`src/rtl/analog_pot_scan.sv`:
```
// POKEY-style pot scan for the 5200 core: turns signed analog axes into POTx
// values that settle one scan tick per count after a POTGO strobe.
module analog_pot_scan #(
    parameter int NUM_POTS = 4,
    parameter int CENTER   = 114,
    parameter int GAIN     = 107,
    parameter int POT_MIN  = 1,
    parameter int POT_MAX  = 228
) (
    input  logic                  clk_sys,
    input  logic                  reset,
    input  logic [8*NUM_POTS-1:0] axis,
    input  logic [NUM_POTS-1:0]   pot_enable,
    input  logic                  potgo,
    input  logic                  fast_mode,
    input  logic                  line_stb,
    input  logic                  fast_stb,
    output logic [8*NUM_POTS-1:0] pot_val,
    output logic [NUM_POTS-1:0]   allpot,
    output logic                  scan_active
);

    if (POT_MAX > 255 || POT_MIN < 1 || POT_MIN > POT_MAX) begin : g_param_chk
        $error("analog_pot_scan: POT_MIN/POT_MAX out of range");
    end

    localparam logic signed [15:0] GAIN_S   = 16'(GAIN);
    localparam logic signed [9:0]  CENTER_S = 10'(CENTER);
    localparam logic signed [9:0]  PMIN_S   = 10'(POT_MIN);
    localparam logic signed [9:0]  PMAX_S   = 10'(POT_MAX);
    localparam logic [7:0]         PMIN8    = 8'(POT_MIN);
    localparam logic [7:0]         PMAX8    = 8'(POT_MAX);

    typedef enum logic {IDLE, SCAN} state_t;

    state_t                     state_q, state_d;
    logic [7:0]                 cnt_q, cnt_d, cnt_nx;
    logic [NUM_POTS-1:0][7:0]   pot_val_q, pot_val_d;
    logic [NUM_POTS-1:0][7:0]   tgt_q, tgt_d, tgt_c;
    logic [NUM_POTS-1:0]        allpot_q, allpot_d;
    logic                       fast_q, fast_d;
    logic                       tick;

    // Per-pot target: CENTER + (axis*GAIN >>> 7), clamped; absent pots read POT_MAX.
    for (genvar g = 0; g < NUM_POTS; g++) begin : g_tgt
        logic signed [15:0] ax16, prod;
        logic signed [9:0]  t;
        assign ax16 = 16'($signed(axis[8*g +: 8]));
        assign prod = ax16 * GAIN_S;
        assign t    = CENTER_S + 10'(prod >>> 7);
        assign tgt_c[g] = !pot_enable[g] ? PMAX8 :
                          (t < PMIN_S)   ? PMIN8 :
                          (t > PMAX_S)   ? PMAX8 : t[7:0];
    end

    assign tick   = fast_q ? fast_stb : line_stb;
    assign cnt_nx = cnt_q + 8'd1;

    always_comb begin
        state_d   = state_q;
        cnt_d     = cnt_q;
        pot_val_d = pot_val_q;
        tgt_d     = tgt_q;
        allpot_d  = allpot_q;
        fast_d    = fast_q;
        if (potgo) begin
            // Restart from any state; a coincident tick is dropped.
            state_d   = SCAN;
            cnt_d     = '0;
            pot_val_d = '0;
            tgt_d     = tgt_c;
            allpot_d  = '1;
            fast_d    = fast_mode;
        end else if (state_q == SCAN) begin
            if (tick && cnt_q != PMAX8) begin
                cnt_d = cnt_nx;
                for (int i = 0; i < NUM_POTS; i++) begin
                    if (allpot_q[i]) begin
                        if (cnt_nx >= tgt_q[i]) begin
                            pot_val_d[i] = tgt_q[i];
                            allpot_d[i]  = 1'b0;
                        end else begin
                            pot_val_d[i] = cnt_nx;
                        end
                    end
                end
            end
            if (allpot_q == '0) state_d = IDLE;
        end
    end

    always_ff @(posedge clk_sys) begin
        if (reset) begin
            state_q   <= IDLE;
            cnt_q     <= '0;
            pot_val_q <= '0;
            tgt_q     <= '0;
            allpot_q  <= '0;
            fast_q    <= 1'b0;
        end else begin
            state_q   <= state_d;
            cnt_q     <= cnt_d;
            pot_val_q <= pot_val_d;
            tgt_q     <= tgt_d;
            allpot_q  <= allpot_d;
            fast_q    <= fast_d;
        end
    end

    assign pot_val     = pot_val_q;
    assign allpot      = allpot_q;
    assign scan_active = |allpot_q;

endmodule

```
`config.mk`:
```
export PLATFORM = sky130hd
export DESIGN_NAME = analog_pot_scan
export DESIGN_NICKNAME = d
export VERILOG_FILES = /design/src/rtl/analog_pot_scan.sv
export SDC_FILE = /design/constraint.sdc
export NUM_CORES = 1
export LEC_CHECK = 0
export ABC_AREA = 1
export CORE_ASPECT_RATIO = 0.8
export CORE_MARGIN = 5
export CORE_UTILIZATION = 61
export CTS_CLUSTER_SIZE = 8
export DETAILED_ROUTE_END_ITERATION = 10
export PLACE_DENSITY_LB_ADDON = 0.08
export SLEW_MARGIN = 40
export SYNTH_ARGS = -nofsm -noshare
export SYNTH_HDL_FRONTEND = slang
export SYNTH_SLANG_ARGS = --single-unit
export TNS_END_PERCENT = 10
```
`constraint.sdc`:
```
create_clock -name clk_sys -period 6.04 [get_ports clk_sys]
set_input_delay 0.906 -clock clk_sys [delete_from_list [all_inputs] [get_ports clk_sys]]
set_output_delay 0.906 -clock clk_sys [all_outputs]
set_load 0.1 [all_outputs]
```
Word-level counts from Yosys, hierarchy flattened

Cells that the tools add are included.

Register bits after elaboration: 78
Output and inout port bits: 37
Logic and storage cells: 77

Add/subtract/negate cells: 5
Multipliers: 4
Order comparisons: 12
Equality and inequality tests: 1
Mux-type cells: 31
Reduce and logical (&&, ||, !) cells: 12

Operators by type and width:

| kind                 | count |
|---|---|
| $mux 8               | 16 |
| $mul 8x8->16 const B | 4 |
| $add 8x9->10 const A | 4 |
| $gt 10x9->1 const B  | 4 |
| $lt 10x2->1 const B  | 4 |
| $ge 8x8->1           | 4 |
| $mux 1               | 12 |
| $mux 4               | 3 |
| $reduce_and 3->1     | 4 |
| $add 8x1->8 const B  | 1 |
| $ne 8x8->1 const B   | 1 |
| $logic_not 4->1      | 1 |
| $reduce_and 2->1     | 2 |
| $reduce_bool 2->1    | 2 |
| $reduce_or 4->1      | 1 |
| $reduce_or 2->1      | 1 |
| $logic_and 1x1->1    | 1 |

Depth between registers and ports, before layout

Gate-level depths: netlist of the first run.

Depth after elaboration: 7
Mapped depth: 33
Mapped depth without buffers: 33

Worst setup path before layout of the first run

No wires, ideal clock.

Path kind: input to register
Start point: in axis[9]
End point: reg tgt_q[9] (netlist name)
Arrival: 4.656 ns
Data required time: 5.928 ns
Slack: 1.272 ns
Cell stages on the path: 28
Cell sequence: ha_1 -> inv_1 -> fa_1 -> fa_1 -> inv_1 -> fa_1 -> ha_1 -> nand2_2 -> inv_1 -> a21oi_1 -> nand2_1 -> nand2_1 -> nand2_2 -> ha_1 -> inv_1 -> nor2_1 -> nor2_2 -> nand2_1 -> nand2_1 -> nand2_1 -> nor2_1 -> nand2_1 -> nand2_2 -> nand2_2 -> nand2_1 -> nor2_2 -> nand2_1 -> nand2_1

Longest elaborated chain between the ends: 6
Elaborated cells on any way between the ends: 7
Those cells by class: add/sub: 1; mul: 1; order compare: 2; mux: 3

Ends and longest elaborated chain:

| element              | RTL line | source |
|---|---|---|
| from (decl)          | 12       | `input logic [8*NUM_POTS-1:0] axis,` |
| $mul 8x8->16 *       | 49       | `assign prod = ax16 * GAIN_S;` |
| $add 8x9->10 *       | 50       | `assign t = CENTER_S + 10'(prod >>> 7);` |
| $gt 10x9->1          | 53       | `(t > PMAX_S) ? PMAX8 : t[7:0];` |
| $mux 8               | 53       |  |
| $mux 8 *             | 52       | `(t < PMIN_S) ? PMIN8 :` |
| $mux 8 *             | 51       | `assign tgt_c[g] = !pot_enable[g] ? PMAX8 :` |
| to (signal assigned) | 104      | `tgt_q <= tgt_d;` |
| to (decl)            | 39       | `logic [NUM_POTS-1:0][7:0] tgt_q, tgt_d, tgt_c;` |

Every way passes the cells marked *; elsewhere a longest branch is shown, timed or not.
A chain may end at the register's enable or synchronous reset.

Worst setup path after layout of the first run

Start point: in axis[10]
End point: reg tgt_q[15] (netlist name)

Same word-level chain as after synthesis.

==> impl_metrics.env, run 1 <==
export IMPL_portBuffers=78
export IMPL_synthCells=1611
export IMPL_clkTransAtPathRegs_ns=0.06
export IMPL_clock_path_buffers=2
export IMPL_yosysTopAreaCell="ha_1"
export IMPL_cts_setup_buffers=0
export IMPL_viasPerCell=5.207
export IMPL_ys_seq_elements=78
export IMPL_dr_wl_met2_microns=10310
export IMPL_min_path_cells=2
export IMPL_clockRootBuffer="clkbuf_16"
export IMPL_grt_pass1_vias=9384
export IMPL_num_vias=9976
export IMPL_die_y_microns=128.7
export IMPL_worstPathRequired_ns=6.30
export IMPL_relSlewSlack_pct=52.72
export IMPL_cts_buffers=9
export IMPL_drv_cap=0
export IMPL_clock_latency_ns=0.33
export IMPL_synth_edf_count=0
export IMPL_wl_microns=24290
export IMPL_worstHoldStart="tgt_q[3]$_SDFFE_PP0P_"
export IMPL_synth_ff_type="dfxtp_1"
export IMPL_synth_area_leaders="ha_1 (19%), nand2_1 (16%), dfxtp_1 (15%)"
export IMPL_max_stage_delay_ns=0.51
export IMPL_worst_pin_slew_ns=0.7082
export IMPL_ys_seq_area_share_pct=14.55
export IMPL_finalPower_mw=5.197
export IMPL_p_per_area_mw_per_mm2=436.6
export IMPL_antenna_left=0
export IMPL_dp_hpwl_microns=20340
export IMPL_dpl_worst_slack_ns=0.4006
export IMPL_ys_warn_count=0
export IMPL_drtIter0Drc=633
export IMPL_worst_path_max_delay_cell="fa_1"
export IMPL_max_vdd_ir_drop_v=0.0002059
export IMPL_postCtsHoldBufs=0
export IMPL_final_max_slew_violation_count=0
export IMPL_core_sq_mm=0.01732
export IMPL_drc_errors=0
export IMPL_grt_max_degree=38
export IMPL_min_path_type="register to register"
export IMPL_startpoint_type="input pin"
export IMPL_path_class="input pin to register"
export IMPL_fin_skew_ns=0.005733
export IMPL_drive_above_1_share_pct=6.387
export IMPL_dr_wl_met3_microns=1455
export IMPL_finalHoldViolCount=0
export IMPL_cts_tree="built"
export IMPL_max_freq_mhz=187.8
export IMPL_grt_first_pass_wirelength_microns=42350
export IMPL_synth_common_cells="nand2_1 (469), inv_1 (291), ha_1 (166), a21oi_1 (123), nand3_1 (95)"
export IMPL_ios=79
export IMPL_yosys_cell_count_top_type="nand2_1"
export IMPL_wl_per_cell_microns=12.68
export IMPL_rows=43
export IMPL_cts_resized=0
export IMPL_gp_congestion=0.9162
export IMPL_diodes=0
export IMPL_clock_sinks=78
export IMPL_fin_hold_ws_ns=0.4522
export IMPL_synth_cell_types=33
export IMPL_start_util_pct=61.97
export IMPL_p_leak_nw=6.545
export IMPL_r2r_start="cnt_q[0]$_SDFFE_PP0P_"
export IMPL_tns_ns=0
export IMPL_synthArstFlopShare_pct=0
export IMPL_die_area_sq_mm=0.02037
export IMPL_arrival_ns=5.58
export IMPL_syn_nets=1889
export IMPL_die_w_microns=158.3
export IMPL_syn_area_per_cell_sq_um=6.664
export IMPL_setup_worst_path_start="axis[10]"
export IMPL_grt_util_all_layers_pct=24.59
export IMPL_netlist_area_leader_share_pct=19.35
export IMPL_cp_max_fo=4
export IMPL_antenna_found_initial=0
export IMPL_rsz0062_at_grt="false"
export IMPL_dr_pass1_iters=5
export IMPL_setup_viol=0
export IMPL_period_needed_ns=5.326
export IMPL_fin_crit_sh_pct=88.18
export IMPL_status="complete, no violations"
export IMPL_final_nets=1965
export IMPL_r2r_cells=11
export IMPL_cpMostUsedCell="nand2_1"
export IMPL_overflow=0
export IMPL_h_tree_depth=3
export IMPL_topRoutingLayerUsed="met4"
export IMPL_layout_setup_ws_ns=0.7139
export IMPL_synth_area_sq_mm=0.01074
export IMPL_wl_met1_microns=12330
export IMPL_area_delta_synth_final_pct=10.86
export IMPL_endpoint_kind="register"
final timing paths:
| kind | end | slack (ns) |
|---|---|---|
| worst max-delay path | tgt_q[15]$_SDFFE_PP0P_ | 0.71 |
| worst min-delay path | tgt_q[3]$_SDFFE_PP0P_ | 0.45 |
| worst max register to register | pot_val[17]$_SDFFE_PP0P_ | 2.28 |
| worst min register to register | tgt_q[3]$_SDFFE_PP0P_ | 0.45 |
sequential cells by signal, summed over array words and instances, names as in the netlist:
name / flops
tgt_q: 32
pot_val: 32
allpot: 4
state_q: 1
cnt_q: 8
fast_q: 1
cells by family after synthesis:
kind of cell	Yosys count	synth area share [%]
buffers and inverters	314	10.98
XOR/XNOR	26	2.191
adder cells (fa/ha/maj)	236	32.40
multiplexers	1	0.1049
AND/OR/NAND/NOR	728	28.36
AO/OA/AOI/OAI	228	11.42
flip-flops	78	14.55
routing by layer:
metal,vias to the layer above,track usage [%]
met5,-,0
met4,0,4.564
met3,16,1.984
met2,245,38.83
met1,4440,37.22
li1,5275,-
area by class of cell:
type                    count  area, sq um
well taps                 225        281.5
repair buffers             83        628.1
flip-flops and latches     78         1562
multi-input cells        1219         8010
clock inverters             3        42.54
fillers                  1541         5423
clock buffers              12        266.5
inverters                 296         1111
worst max-delay path, delay by kind of cell:
family / cells / cell delay (ns)
and+or+nand+nor: 12 / 1.04
buffers and inverters: 5 / 0.71
adders and majority gates: 6 / 2.33
AOI/OAI and AO/OA: 3 / 0.61
cells in the final DEF, fill, tap and decap left out, drive strengths merged, types with 2 or more instances in the layout:
cell type | synthesis | layout
nand2 | 490 | 490
inv | 296 | 296
ha | 166 | 166
a21oi | 126 | 126
nor2 | 102 | 102
nand3 | 100 | 100
dfxtp | 78 | 78
o21ai | 72 | 72
fa | 70 | 70
buf | 0 | 43
clkdlybuf4s50 | 0 | 40
nand4 | 20 | 20
xor2 | 17 | 17
clkbuf | 18 | 12
nor3 | 9 | 9
xnor2 | 9 | 9
o211ai | 7 | 7
o21bai | 7 | 7
nand3b | 6 | 6
o21a | 4 | 4
a31oi | 4 | 4
o22ai | 4 | 4
a21o | 2 | 2
where the power goes:
part	leakage, nW	switching, mW	total, mW	internal [mW]
clock network	0.151	0.204	0.554	0.351
logic	5.76	2.64	4.02	1.39
registers	0.637	0.0388	0.618	0.579
through the flow:
| stage | area, sq um | utilization, % | instances |
|---|---|---|---|
| after floorplan | 10740 | - | 1611 |
| after global placement | 11770 | 67.93 | 1901 |
| final | 11900 | 68.70 | 1916 |
| after detailed placement | 11590 | 66.90 | 1901 |
| after global routing | 11900 | 68.70 | 1916 |
| after CTS | 11900 | 68.68 | 1916 |
No activity file was read; power rests on OpenSTA's default activity.
==> run 2: changes to the inputs <==
--- a/config.mk
+++ b/config.mk
@@ -6,7 +6,7 @@
 export NUM_CORES = 1
 export LEC_CHECK = 0
 export ABC_AREA = 1
-export CORE_ASPECT_RATIO = 0.8
+export CORE_ASPECT_RATIO = 0.6
 export CORE_MARGIN = 5
 export CORE_UTILIZATION = 61
 export CTS_CLUSTER_SIZE = 8
==> impl_metrics.env, run 2 (same netlist as run 1, synthesis figures left out) <==
export IMPL_status="complete, no violations"
export IMPL_cpMostUsedCell="nand2_1"
export IMPL_relSlewSlack_pct=55.96
export IMPL_final_nets=1966
export IMPL_path_class="input pin to register"
export IMPL_period_needed_ns=5.428
export IMPL_die_area_sq_mm=0.02044
export IMPL_clockRootBuffer="clkbuf_16"
export IMPL_start_util_pct=62.34
export IMPL_clock_sinks=78
export IMPL_setup_viol=0
export IMPL_drtIter0Drc=824
export IMPL_wl_per_cell_microns=13.50
export IMPL_endpoint_kind="register"
export IMPL_clock_latency_ns=0.34
export IMPL_dp_hpwl_microns=21610
export IMPL_startpoint_type="input pin"
export IMPL_dr_pass1_iters=5
export IMPL_h_tree_depth=3
export IMPL_rsz0062_at_grt="false"
export IMPL_clock_path_buffers=2
export IMPL_clkTransAtPathRegs_ns=0.06
export IMPL_max_vdd_ir_drop_v=0.0002213
export IMPL_antenna_found_initial=0
export IMPL_final_max_slew_violation_count=0
export IMPL_num_vias=10250
export IMPL_wl_microns=26020
export IMPL_cp_max_fo=4
export IMPL_gp_congestion=0.9071
export IMPL_worst_pin_slew_ns=0.6597
export IMPL_placed_area_sq_mm=0.01161
export IMPL_max_stage_delay_ns=0.51
export IMPL_p_leak_nw=6.540
export IMPL_ios=79
export IMPL_portBuffers=78
export IMPL_rows=37
export IMPL_arrival_ns=5.66
export IMPL_die_w_microns=181.3
export IMPL_tns_ns=0
export IMPL_fin_skew_ns=0.004566
export IMPL_finalHoldViolCount=0
export IMPL_cts_buffers=9
export IMPL_core_sq_mm=0.01722
export IMPL_drive_above_1_share_pct=6.438
export IMPL_mostFrequentLayoutCell="nand2_1"
export IMPL_finish_utilization_pct=69.14
export IMPL_p_per_area_mw_per_mm2=441.5
export IMPL_design_area_sq_mm=0.01191
export IMPL_diodes=0
export IMPL_area_delta_synth_final_pct=10.91
export IMPL_finalPower_mw=5.257
export IMPL_drv_cap=0
export IMPL_postCtsHoldBufs=0
export IMPL_grt_util_all_layers_pct=25.82
export IMPL_grt_pass1_vias=9608
export IMPL_worst_path_max_delay_cell="fa_1"
export IMPL_cts_setup_buffers=0
export IMPL_overflow=0
export IMPL_cts_resized=0
export IMPL_fin_crit_sh_pct=89.87
export IMPL_max_freq_mhz=184.2
export IMPL_grt_first_pass_wirelength_microns=45060
export IMPL_antenna_left=0
export IMPL_drc_errors=0
export IMPL_grt_max_degree=38
export IMPL_cts_tree="built"
export IMPL_die_y_microns=112.8
export IMPL_worstPathRequired_ns=6.27
export IMPL_min_path_type="register to register"
export IMPL_viasPerCell=5.318
export IMPL_final_cell_mix="nand2_1 (469), inv_1 (291), ha_1 (166)"
==> run 2: cell type report <==
cell class	instances	area, sq um
clock buffers	9	225.2
inverters	296	1111
multi-input cells	1219	8010
repair buffers	84	640.6
flip-flops and latches	78	1562
fillers	1534	5315
clock inverters	7	65.06
well taps	234	292.8
==> run 2: path summary, 6_finish.rpt <==
kind | from | end | slack [ns] | cells after the start
worst max register to register | cnt_q[0]$_SDFFE_PP0P_ | pot_val[19]$_SDFFE_PP0P_ | 2.33 | 11
worst min register to register | tgt_q[17]$_SDFFE_PP0P_ | tgt_q[17]$_SDFFE_PP0P_ | 0.45 | 2
worst min-delay path | tgt_q[17]$_SDFFE_PP0P_ | tgt_q[17]$_SDFFE_PP0P_ | 0.45 | 2
worst max-delay path | axis[10] | tgt_q[9]$_SDFFE_PP0P_ | 0.61 | 29
==> run 2: critical path, delay by kind of cell <==
kind            cells  cell delay, ns
compound gates      1            0.27
simple gates       17            1.40
buf+inv             5            0.72
fa+ha+maj           6            2.33
==> run 2: stage by stage <==
stage	worst slack [ns]	std cells	hold WS (ns)
floorplan	1.272	1611	0.4258
global placement	0.4151	1911	0.4405
detailed placement	0.3241	1911	0.4442
CTS	0.6679	1927	0.4553
global route	0.2367	1927	0.4650
finish	0.6119	1927	0.4536
==> run 2: per-layer routing <==
layer | GRT usage [%] | part of all wire (%)
met2 | 38.25 | 39
met5 | 0 | 0
met3 | 3.020 | 6.7
met1 | 41.22 | 54
met4 | 3.298 | 0.80
==> run 2: where the power goes <==
| part | internal [mW] | total, mW | leakage, nW | switching, mW |
|---|---|---|---|---|
| sequential | 0.579 | 0.618 | 0.637 | 0.0396 |
| clock | 0.317 | 0.535 | 0.141 | 0.218 |
| combinational | 1.39 | 4.10 | 5.76 | 2.72 |
| total | 2.28 | 5.26 | 6.54 | 2.98 |
==> run 3: changes to the inputs <==
--- a/config.mk
+++ b/config.mk
@@ -11,6 +11,7 @@
 export CORE_UTILIZATION = 61
 export CTS_CLUSTER_SIZE = 8
 export DETAILED_ROUTE_END_ITERATION = 10
+export GPL_TIMING_DRIVEN = 0
 export PLACE_DENSITY_LB_ADDON = 0.08
 export SLEW_MARGIN = 40
 export SYNTH_ARGS = -nofsm -noshare
==> impl_metrics.env, run 3 (same netlist as run 1, synthesis figures left out) <==
export IMPL_grt_pass1_vias=9821
export IMPL_clockRootBuffer="clkbuf_16"
export IMPL_dr_wl_met3_microns=2235
export IMPL_clock_path_buffers=2
export IMPL_path_class="input pin to register"
export IMPL_tns_ns=0
export IMPL_overflow=0
export IMPL_portBuffers=78
export IMPL_critPathBufInv=4
export IMPL_dp_hpwl_microns=22120
export IMPL_relSlewSlack_pct=52.04
export IMPL_startpoint_type="input pin"
export IMPL_final_nets=1978
export IMPL_fin_hold_ws_ns=0.4546
export IMPL_viasPerCell=5.320
export IMPL_drtIter0Drc=900
export IMPL_final_cell_mix="nand2_1 (469), inv_1 (291), ha_1 (166)"
export IMPL_grt_first_pass_wirelength_microns=45680
export IMPL_drv_cap=0
export IMPL_finalHoldViolCount=0
export IMPL_worstPathRequired_ns=6.27
export IMPL_wl_microns=26460
export IMPL_wl_met1_microns=13240
export IMPL_ios=79
export IMPL_place_inst=1923
export IMPL_clock_sinks=78
export IMPL_grt_util_all_layers_pct=26.44
export IMPL_cts_resized=0
export IMPL_antenna_found_initial=0
export IMPL_diodes=0
export IMPL_mostFrequentLayoutCell="nand2_1"
export IMPL_topRoutingLayerUsed="met4"
export IMPL_dpl_worst_slack_ns=0.2025
export IMPL_postCtsHoldBufs=0
export IMPL_num_vias=10320
export IMPL_critPathTopFamily="adder cells"
export IMPL_setup_viol=0
export IMPL_core_sq_mm=0.01722
export IMPL_max_freq_mhz=180.6
export IMPL_cpMostUsedCell="nand2_1"
export IMPL_die_area_sq_mm=0.02044
export IMPL_fin_skew_ns=0.008690
export IMPL_drc_errors=0
export IMPL_arrival_ns=5.77
export IMPL_cts_setup_buffers=0
export IMPL_drive_above_1_share_pct=5.924
export IMPL_clock_latency_ns=0.34
export IMPL_clkTransAtPathRegs_ns=0.06
export IMPL_status="complete, no violations"
export IMPL_max_stage_delay_ns=0.93
export IMPL_cts_buffers=9
export IMPL_area_delta_synth_final_pct=11.24
export IMPL_max_vdd_ir_drop_v=0.0001847
export IMPL_fin_crit_sh_pct=91.68
export IMPL_gp_congestion=0.9102
export IMPL_wl_per_cell_microns=13.65
export IMPL_rows=37
export IMPL_endpoint_kind="register"
export IMPL_start_util_pct=62.34
export IMPL_die_y_microns=112.8
export IMPL_worst_path_max_delay_cell="clkdlybuf4s50_1"
export IMPL_dr_pass1_iters=5
export IMPL_fillers=1549
export IMPL_period_needed_ns=5.538
export IMPL_die_w_microns=181.3
export IMPL_cts_tree="built"
export IMPL_min_path_type="register to register"
export IMPL_rsz0062_at_grt="false"
export IMPL_worst_pin_slew_ns=0.7172
export IMPL_fin_cells=1939
export IMPL_antenna_left=0
export IMPL_dr_wl_met2_microns=10590
export IMPL_cp_max_fo=14
export IMPL_grt_max_degree=15
export IMPL_h_tree_depth=3
export IMPL_p_leak_nw=6.537
export IMPL_p_per_area_mw_per_mm2=441.4
export IMPL_layout_setup_ws_ns=0.5024
export IMPL_finalPower_mw=5.271
export IMPL_final_max_slew_violation_count=0
run 3: cell types whose count changed in the layout (fill, tap and decap cells not counted), sizes merged:
cell      previous run  this run
clkinvlp             2         1
buf                 43        37
clkbuf               9        31
clkinv               4         1
run 3: final timing paths:
path                                              from                       end  slack, ns  depth (start not counted)
worst max-delay path                          axis[15]     tgt_q[9]$_SDFFE_PP0P_       0.50                         27
worst min register to register  tgt_q[20]$_SDFFE_PP0P_    tgt_q[20]$_SDFFE_PP0P_       0.45                          2
worst min-delay path            tgt_q[20]$_SDFFE_PP0P_    tgt_q[20]$_SDFFE_PP0P_       0.45                          2
worst max register to register   cnt_q[0]$_SDFFE_PP0P_  pot_val[21]$_SDFFE_PP0P_       2.17                         12
run 3: metrics by stage:
step / cell area [sq um] / util (%)
after CTS: 11940 / 69.34
after global routing: 11940 / 69.34
after global placement: 11810 / 68.57
after floorplan: 10740 / -
after detailed placement: 11640 / 67.58
final: 11940 / 69.34
run 3: per-layer routing:
layer / vias to the layer above / track usage [%]
met5: - / 0
met4: 0 / 4.898
li1: 5305 / -
met1: 4616 / 39.00
met2: 358 / 40.75
met3: 37 / 5.204
run 3: report_power, final:
group,total (mW),internal [mW],switching (mW)
Combinational,4.10,1.39,2.71
Sequential,0.617,0.579,0.0380
Clock,0.553,0.342,0.211
run 3: final cells by class:
type	instances	area, sq um	area share [%]
plain buffers	18	67.56	0.5658
clock buffers	13	260.3	2.179
clock inverters	3	42.54	0.3562
inverters	296	1111	9.304
multi-input cells	1219	8010	67.08
flip-flops and latches	78	1562	13.08
well taps	234	292.8	2.452
repair buffers	78	595.6	4.987
run 3: tightest hold or removal path, stage by stage, from the launching register on:
cell     delay (ns)
dfxtp_1        0.31
nand2_1        0.06
nand2_1        0.05
